[src/rtl/conv_pkg.sv]
// Shared defaults and FSM encoding for the convolution window address generator.
package conv_pkg;

  localparam int CONV_IMG_W  = 32;
  localparam int CONV_IMG_H  = 32;
  localparam int CONV_K      = 3;
  localparam int CONV_STRIDE = 1;

  typedef enum logic [1:0] {
    ST_IDLE = 2'd0,
    ST_RUN  = 2'd1,
    ST_DONE = 2'd2
  } conv_state_e;

endpackage

[src/rtl/wrap_counter.sv]
// Modulo-MOD up counter with enable, synchronous clear and a terminal-count flag.
module wrap_counter #(
  parameter int MOD = 4,
  parameter int W   = (MOD > 1) ? $clog2(MOD) : 1
) (
  input  logic         clk,
  input  logic         reset,
  input  logic         en,
  input  logic         clr,
  output logic [W-1:0] count,
  output logic         last
);

  assign last = (count == W'(MOD - 1));

  always_ff @(posedge clk or negedge reset) begin
    if (!reset) begin
      count <= '0;
    end else if (clr) begin
      count <= '0;
    end else if (en) begin
      count <= last ? '0 : count + 1'b1;
    end
  end

endmodule

[src/rtl/conv_window_addr_gen.sv]
// Streams row-major pixel addresses for every KxK window of an image, window by window,
// under a valid/ready handshake; window bases are tracked with adders only.
module conv_window_addr_gen
  import conv_pkg::*;
#(
  parameter int IMG_W  = CONV_IMG_W,
  parameter int IMG_H  = CONV_IMG_H,
  parameter int K      = CONV_K,
  parameter int STRIDE = CONV_STRIDE,
  parameter int ADDR_W = 10
) (
  input  logic              clk,
  input  logic              reset,
  input  logic              start,
  input  logic              abort,
  input  logic              addr_ready,
  output logic              addr_valid,
  output logic [ADDR_W-1:0] pixel_addr,
  output logic              win_last,
  output logic              busy,
  output logic              frame_done
);

  localparam int OUT_W = (IMG_W - K) / STRIDE + 1;
  localparam int OUT_H = (IMG_H - K) / STRIDE + 1;
  localparam int KW    = (K > 1) ? $clog2(K) : 1;
  localparam int OXW   = (OUT_W > 1) ? $clog2(OUT_W) : 1;
  localparam int OYW   = (OUT_H > 1) ? $clog2(OUT_H) : 1;

  localparam logic [ADDR_W-1:0] ROW_STEP = ADDR_W'(IMG_W);
  localparam logic [ADDR_W-1:0] H_STEP   = ADDR_W'(STRIDE);
  localparam logic [ADDR_W-1:0] V_STEP   = ADDR_W'(STRIDE * IMG_W);

  if (K < 1 || K > IMG_W || K > IMG_H || STRIDE < 1 ||
      ADDR_W < $clog2(IMG_W * IMG_H)) begin : g_bad_params
    $error("conv_window_addr_gen: illegal parameter combination");
  end

  conv_state_e state, state_n;

  logic [KW-1:0]  kx_cnt, ky_cnt, kx_n, ky_n;
  logic [OXW-1:0] ox_cnt;
  logic [OYW-1:0] oy_cnt;
  logic           kx_last, ky_last, ox_last, oy_last;
  logic           adv, kill, frame_end, win_last_n;

  // win_row: first pixel of the current window row; win_base: current window origin;
  // row_ptr: first pixel of the current kernel row inside the window.
  logic [ADDR_W-1:0] win_row, win_base, row_ptr;
  logic [ADDR_W-1:0] win_row_n, win_base_n, row_ptr_n, addr_n;

  assign adv       = (state == ST_RUN) && addr_valid && addr_ready && !abort;
  assign kill      = (state != ST_RUN) || abort;
  assign frame_end = (kx_cnt == KW'(K - 1)) && (ky_cnt == KW'(K - 1)) &&
                     (ox_cnt == OXW'(OUT_W - 1)) && (oy_cnt == OYW'(OUT_H - 1));

  wrap_counter #(.MOD(K), .W(KW)) u_kx (
    .clk(clk), .reset(reset), .en(adv), .clr(kill), .count(kx_cnt), .last(kx_last)
  );
  wrap_counter #(.MOD(K), .W(KW)) u_ky (
    .clk(clk), .reset(reset), .en(adv && kx_last), .clr(kill), .count(ky_cnt), .last(ky_last)
  );
  wrap_counter #(.MOD(OUT_W), .W(OXW)) u_ox (
    .clk(clk), .reset(reset), .en(adv && kx_last && ky_last), .clr(kill),
    .count(ox_cnt), .last(ox_last)
  );
  wrap_counter #(.MOD(OUT_H), .W(OYW)) u_oy (
    .clk(clk), .reset(reset), .en(adv && kx_last && ky_last && ox_last), .clr(kill),
    .count(oy_cnt), .last(oy_last)
  );

  always_comb begin
    state_n = state;
    case (state)
      ST_IDLE: if (start) state_n = ST_RUN;
      ST_RUN: begin
        if (abort)                  state_n = ST_IDLE;
        else if (adv && frame_end)  state_n = ST_DONE;
      end
      ST_DONE: state_n = ST_IDLE;
      default: state_n = ST_IDLE;
    endcase
  end

  always_comb begin
    win_row_n  = win_row;
    win_base_n = win_base;
    row_ptr_n  = row_ptr;
    addr_n     = pixel_addr;
    kx_n       = kx_cnt;
    ky_n       = ky_cnt;
    if (adv) begin
      kx_n = kx_last ? '0 : kx_cnt + 1'b1;
      if (kx_last) ky_n = ky_last ? '0 : ky_cnt + 1'b1;
      if (!kx_last) begin
        addr_n = pixel_addr + 1'b1;
      end else if (!ky_last) begin
        row_ptr_n = row_ptr + ROW_STEP;
        addr_n    = row_ptr_n;
      end else if (!ox_last) begin
        win_base_n = win_base + H_STEP;
        row_ptr_n  = win_base_n;
        addr_n     = win_base_n;
      end else if (!oy_last) begin
        win_row_n  = win_row + V_STEP;
        win_base_n = win_row_n;
        row_ptr_n  = win_row_n;
        addr_n     = win_row_n;
      end
    end
    // Leaving RUN (frame end or abort) parks the datapath at zero for the next frame.
    if (state_n != ST_RUN) begin
      win_row_n  = '0;
      win_base_n = '0;
      row_ptr_n  = '0;
      addr_n     = '0;
    end
    win_last_n = (state_n == ST_RUN) && (kx_n == KW'(K - 1)) && (ky_n == KW'(K - 1));
  end

  always_ff @(posedge clk or negedge reset) begin
    if (!reset) begin
      state <= ST_IDLE;
    end else begin
      state <= state_n;
    end
  end

  always_ff @(posedge clk or negedge reset) begin
    if (!reset) begin
      addr_valid <= 1'b0;
      busy       <= 1'b0;
      frame_done <= 1'b0;
      win_last   <= 1'b0;
      pixel_addr <= '0;
      win_row    <= '0;
      win_base   <= '0;
      row_ptr    <= '0;
    end else begin
      addr_valid <= (state_n == ST_RUN);
      busy       <= (state_n == ST_RUN);
      frame_done <= (state_n == ST_DONE);
      win_last   <= win_last_n;
      pixel_addr <= addr_n;
      win_row    <= win_row_n;
      win_base   <= win_base_n;
      row_ptr    <= row_ptr_n;
    end
  end

endmodule
[config.mk]
export PLATFORM = sky130hd
export DESIGN_NAME = conv_window_addr_gen
export DESIGN_NICKNAME = d
export VERILOG_FILES = /design/src/rtl/conv_pkg.sv /design/src/rtl/wrap_counter.sv /design/src/rtl/conv_window_addr_gen.sv
export SDC_FILE = /design/constraint.sdc
export NUM_CORES = 1
export LEC_CHECK = 0
export CORE_ASPECT_RATIO = 1.75
export CORE_MARGIN = 2
export CORE_UTILIZATION = 25
export CTS_CLUSTER_SIZE = 28
export DETAILED_ROUTE_END_ITERATION = 8
export GPL_TIMING_DRIVEN = 0
export PLACE_DENSITY_LB_ADDON = 0.25
export SYNTH_ARGS = -nofsm -noshare
export SYNTH_HDL_FRONTEND = slang
export SYNTH_SLANG_ARGS = --single-unit
[constraint.sdc]
create_clock -name clk -period 1.8 [get_ports clk]
set_input_delay 0.45 -clock clk [delete_from_list [all_inputs] [get_ports clk]]
set_output_delay 0.45 -clock clk [all_outputs]
set_load 0.01 [all_outputs]
==> impl_metrics.yaml, run 1 <==
outcome:
  status: "finished, violations left"
  violations: "negative setup slack"
grt:
  grt_pass1_wl_mm: 15.5
  grt_overflow: 0
  grt_start_max_net_pins: 32
  grt_pass1_vias: 2999
  grt_usage: 0.146
  antenna_found_initial: 0
synthesis:
  yosysUniqueCellTypes: 62
  synth-main-ff-cell: "dfrtp_1"
  synthTopCellsByArea: "dfrtp_1 42%, a21oi_1 5.3%, nand2_1 5.3%, o21ai_0 5.0%, nor2_1 4.5%"
  synth_nets: 375
  synth_area_mm2: 0.00319
  avgSynthCellArea_um2: 8.82
  syn_inst: 362
  synth_edf_count: 0
  ys_seq_area_frac: 0.423
  yosysWarnings: 0
  yosysTopAreaCellShare: 0.423
  async_flop_share: 1.00
  yosysTopAreaCell: "dfrtp_1"
  yosys_register_bits: 54
power_and_ir_drop:
  swShare: 0.239
  p_int_uw: 2080
  power.leakage_uw: 0.00180
  power_switching_uw: 654
  powerDensity_mw_per_mm2: 613
  ir_drop_mv: 0.336
  power.share.combinational: 0.132
  power.share.clock: 0.419
  p_seq_frac: 0.450
floorplanning:
  start_util: 0.256
  die_w_um: 89.4
  die_h_um: 154
  rows: 54
  fp.dieArea_mm2: 0.0137
  io_pins: 19
  coreArea_mm2: 0.0125
timing:
  skew_ps: 6.82
  layout_setup_ws_ps: -83.2
  slew-limit-headroom: 0.573
  tightestPinTransition_ps: 640
  period_needed_ps: 1880
  finalMaxSlewViolations: 0
  hold_violations: 0
  hold_ws_ps: 170
  setup_violations: 21
  rsz0062_at_grt: "true"
  max_freq_mhz: 531
  fin_crit_sh: 1.05
finish:
  diodes: 0
  finish.utilization: 0.357
  area_growth_pct: 39.6
  nNetsFinal: 440
  layout_commonest_cell: "dfrtp_1"
  drive_gt1_frac: 0.288
  final_cell_mix: "49 x dfrtp_1, 42 x nand2_1, 35 x nor2_1"
  fillerInstances: 1257
cts:
  cts_buffers: 5
  clk_pin_slew_ps: 70
  cts_sinks: 54
  cts_root_buffer: "clkbuf_16"
  htreeDepth: 2
  holdBufCountCts: 0
  clk_latency_ps: 300
  cts_tree: "built"
  clk_path_buf_depth: 2
place:
  place.port_buffers: 18
  place_ws_ps: -920
  hpwl_mm: 6.62
  gp_congestion: 0.864
route:
  vias: 3006
  via_per_inst: 5.05
  wl_per_cell_um: 16.1
  drt_iter0_markers: 129
  drcViolationCount: 0
  drt_pre_antenna_iters: 4
  wl_mm: 9.60
  antenna_left: 0
critical_path:
  critPathMaxFanout: 5
  cp.arrival_ps: 2060
  crit_family: "buffers and inverters"
  cp-end-kind: "flop"
  crit_slowest_cell: "dfrtp_1"
  cp.buffers_inverters: 4
  critPathLaunchType: "flop"
  rrSetupSlack_ps: -80
  r2r_end: "win_base[2]"
  r2r_start: "u_ox.count[0]"
  reg2reg_depth: 9
  crit_path_cell_trace: "ha_2 -> and4_4 -> nand2_4 -> o41ai_4 -> buf_4 -> buf_8 -> buf_12 -> buf_8 -> a21oi_1"
  crit_top_cell: "buf_8"
  worstSetupPathType: "flop to flop"
  required_ps: 1980
  critPathLaunch: "u_ox.count[0]"
  slowest_delay_ps: 420
worst_hold_path:
  min_path_type: "input port to async pin"
flow_run:
  max_cap_violations: 0
-- stage by stage --
stage	TNS, ps	area, um^2	instances	total power [uW]
after CTS	-2490	4210	585	2760
final	-860	4460	595	2730
after floorplan	-1070	3200	362	1380
after global placement	-125150	3590	548	1480
after global routing	-3280	4460	595	2830
after detailed placement	-40600	3610	549	1490
-- power by group through the flow --
stage | Combinational, uW | Sequential [uW] | Clock (uW)
global placement | 227 | 1250 | 0
floorplan | 125 | 1250 | 0
detailed placement | 233 | 1250 | 0
CTS | 362 | 1230 | 1170
finish | 360 | 1230 | 1150
global route | 384 | 1230 | 1210
-- cells by family after synthesis --
| family | synth area share |
|---|---|
| AOI/OAI and AO/OA | 0.205 |
| DFF | 0.423 |
| and+or+nand+nor | 0.266 |
| adders and majority gates | 0.0313 |
| buffers and inverters | 0.0384 |
| xor gates and xnor gates | 0.0356 |
-- timing repair --
action                     CTS  global route
pin swaps                   17            15
buffers inserted            28            10
setup endpoints to repair   55            50
cloned                       1             2
gates resized for setup     48            55
-- worst reg2reg max path: cells and delay by family (launching register included) --
family / cells / cell delay [ps]
flip-flops: 1 / 420
AND/OR/NAND/NOR: 2 / 340
buffers and inverters: 4 / 530
adder cells (fa/ha/maj): 1 / 220
AO/OA/AOI/OAI: 2 / 260
-- state kept, by name, indices dropped and copies added, names as in the netlist --
register	cells
row_ptr	10
win_row	5
win_base	10
busy	1
u_kx.count	2
frame_done	1
win_last	1
state	2
u_oy.count	5
pixel_addr	10
u_ky.count	2
u_ox.count	5
-- area by class of cell --
type | count | area, um^2 | area share
timing repair buffer | 58 | 561 | 0.126
clock buffer | 6 | 139 | 0.0312
inverter | 5 | 23.8 | 0.00533
tap | 168 | 210 | 0.0472
buffer | 19 | 173 | 0.0387
clock inverter | 1 | 30.0 | 0.00674
sequential | 54 | 1360 | 0.305
multi-input combinational | 284 | 1960 | 0.441
-- worst max path at each step --
| stage | endpoint | slack [ps] | cells past startpoint |
|---|---|---|---|
| after floorplan | row_ptr[6] | -70 | 8 |
| after CTS | pixel_addr[1] | -130 | 9 |
| after global placement | win_last | -1610 | 1 |
| after detailed placement | win_base[0] | -920 | 6 |
| after global routing | pixel_addr[6] | -170 | 11 |
| final | win_base[2] | -80 | 9 |
-- synth_stat cells, types with 3 or more instances --
library cell	n
nor2b_1	3
xnor2_1	5
inv_1	4
a21oi_1	34
nand3_1	20
buf_6	3
o31ai_1	3
buf_2	5
and3_1	4
nor2_1	38
nor4_1	4
a22oi_1	5
o211ai_1	3
o21ai_0	32
ha_1	8
nand2_1	45
o22ai_1	4
dfrtp_1	54
a31oi_1	3
clkbuf_1	9
xor2_1	8
nand4_1	5
nor3_1	12
-- routing by layer --
metal,part of all wire,vias to the layer above,GRT usage,routed length (um)
met5,0,-,0,0
met4,0.020,0,0.0498,191
met3,0.016,10,0.0166,157
met2,0.59,40,0.279,5630
met1,0.38,1504,0.157,3620
li1,-,1452,-,-
Power figures use the tool's default switching activity.
==> inputs of run 2 (changes only) <==
clock period = 1.6 ns   (was 1.8 ns; I/O delays follow)
==> run 2 against run 1 <==
Effect of this change: the flow still finishes with violations (negative setup slack); maximum frequency decreased by 4.3%; routed wire length up 6.1%; final cell count up 1.3%; hold slack got worse by 38 ps; non-clock buffer count is 7 higher; count of clock-buffer cells in the layout stayed put; sequential power increased by 12%; total power increased by 8.0%; critical path depth shrank 1; flip-flop and latch count unchanged; critical path type unchanged; largest cell class unchanged.
==> impl_metrics.yaml, run 2 (same netlist as run 1, synthesis figures left out) <==
route:
  wl_mm: 10.2
  vias: 3096
  drt_iter0_markers: 123
  antenna_left: 0
  via_per_inst: 5.13
  drcViolationCount: 0
  drt_pre_antenna_iters: 4
  wl_per_cell_um: 16.9
floorplanning:
  io_pins: 19
  start_util: 0.256
  coreArea_mm2: 0.0125
  fp.dieArea_mm2: 0.0137
  die_h_um: 154
  rows: 54
  die_w_um: 89.4
power_and_ir_drop:
  power_switching_uw: 779
  swShare: 0.264
  powerDensity_mw_per_mm2: 635
  p_int_uw: 2170
  p_total_uw: 2950
  ir_drop_mv: 0.394
  p_seq_frac: 0.469
  power.share.clock: 0.377
  power.share.combinational: 0.154
  power.leakage_uw: 0.00193
finish:
  area_growth_pct: 45.4
  fin_cells: 603
  seqCellArea_mm2: 0.00136
  finish.utilization: 0.372
  final_cell_mix: "46 x dfrtp_1, 40 x nand2_1, 34 x buf_4"
  fillerInstances: 1267
  layout_commonest_cell: "dfrtp_1"
  nNetsFinal: 447
  multi_input_area_mm2: 0.00207
  diodes: 0
  drive_gt1_frac: 0.359
  reg_top3: "pixel_addr x10, row_ptr x10, win_base x10"
timing:
  tightestPinTransition_ps: 705
  fin_crit_sh: 1.23
  layout_setup_ws_ps: -368
  skew_ps: 10.2
  rsz0062_at_grt: "true"
  hold_ws_ps: 133
  max_freq_mhz: 508
  fin_tns_setup_ps: -12250
  hold_violations: 0
  finalMaxSlewViolations: 0
  slew-limit-headroom: 0.530
  setup_violations: 51
  period_needed_ps: 1970
critical_path:
  reg2reg_depth: 8
  required_ps: 1820
  crit_family: "simple AND/OR/NAND/NOR gates"
  critPathMaxFanout: 3
  cp.buffers_inverters: 4
  crit_top_cell: "buf_4"
  critPathLaunchType: "flop"
  worstSetupPathType: "flop to flop"
  cp-end-kind: "flop"
  crit_slowest_cell: "or4_1"
  cp.arrival_ps: 2190
  cp_num_cells: 8
  slowest_delay_ps: 550
  crit_path_cell_trace: "inv_1 -> ha_2 -> and4_4 -> buf_4 -> buf_6 -> buf_4 -> or4_1 -> a21oi_2"
outcome:
  status: "finished, violations left"
  violations: "negative setup slack"
cts:
  clk_pin_slew_ps: 80
  clk_path_buf_depth: 2
  cts_tree: "built"
  cts_root_buffer: "clkbuf_16"
  cts_sinks: 54
  cts_buffers: 5
  htreeDepth: 2
  clk_latency_ps: 300
place:
  place.port_buffers: 18
  place_inst: 549
  gp_congestion: 0.814
  hpwl_mm: 6.89
flow_run:
  max_cap_violations: 0
grt:
  grt_usage: 0.153
  grt_start_max_net_pins: 29
  grt_overflow: 0
  grt_pass1_wl_mm: 16.1
  grt_pass1_vias: 3090
  antenna_found_initial: 0
worst_hold_path:
  min_path_type: "input port to async pin"
## run 2: changes by cell type in the layout (fill, tap and decap cells not counted), sizes merged
cell and change:
buf +6, bufinv -1, clkbuf +1, dlygate4sd2 +12, clkdlybuf4s50 -11, clkdlybuf4s15 -1, clkinv +2
## run 2: power by group through the flow
stage / sequential (uW) / combinational, uW / clock (uW)
after global placement: 1410 / 260 / 0
after floorplan: 1410 / 144 / 0
after CTS: 1380 / 422 / 1150
after global routing: 1390 / 485 / 1190
final: 1380 / 455 / 1110
after detailed placement: 1410 / 264 / 0
## run 2: metrics by stage
step / setup WS (ps) / cell area [um^2]
CTS: -301 / 4260
finish: -368 / 4640
floorplan: -270 / 3210
detailed placement: -1040 / 3620
global route: -412 / 4640
global placement: -1790 / 3600
## run 2: layout make-up
| cell class | instances | share of cell area |
|---|---|---|
| multi-input cells | 284 | 0.447 |
| flip-flops and latches | 54 | 0.293 |
| repair buffers | 66 | 0.138 |
| well taps | 168 | 0.0453 |
| plain buffers | 18 | 0.0420 |
| clock buffers | 6 | 0.0277 |
| inverters | 5 | 0.00404 |
| clock inverters | 2 | 0.00296 |
## run 2: worst paths after layout
| path | startpoint | to | slack [ps] |
|---|---|---|---|
| hold reg to reg | row_ptr[2] | row_ptr[2] | 530 |
| max in group asynchronous | reset | win_row[5] | 850 |
| setup reg to reg | u_ox.count[1] | win_base[4] | -370 |
| min in group clk | row_ptr[2] | row_ptr[2] | 530 |
| setup / recovery | u_ox.count[1] | win_base[4] | -370 |
| hold / removal | reset | row_ptr[0] | 130 |
## run 2: timing repair
item / 4_1_cts / 5_1_grt
resized for setup: 73 / 83
setup endpoints to repair: 66 / 55
setup buffers: 32 / 13
pin swaps: 14 / 29
hold buffers: 0 / 0
cloned: 2 / 3
## run 2: layer usage
metal	global-route usage	part of all wire	up-vias
li1	-	-	1468
met1	0.160	0.37	1543
met2	0.278	0.56	60
met3	0.0183	0.016	25
met4	0.0910	0.053	0
met5	0	0	-
## run 2: worst register-to-register path, stage by stage (launching register included)
cell and delay [ps]:
dfrtp_1 360, inv_1 50, ha_2 180, and4_4 200, buf_4 130, buf_6 120, buf_4 130, or4_1 550
a21oi_2 170
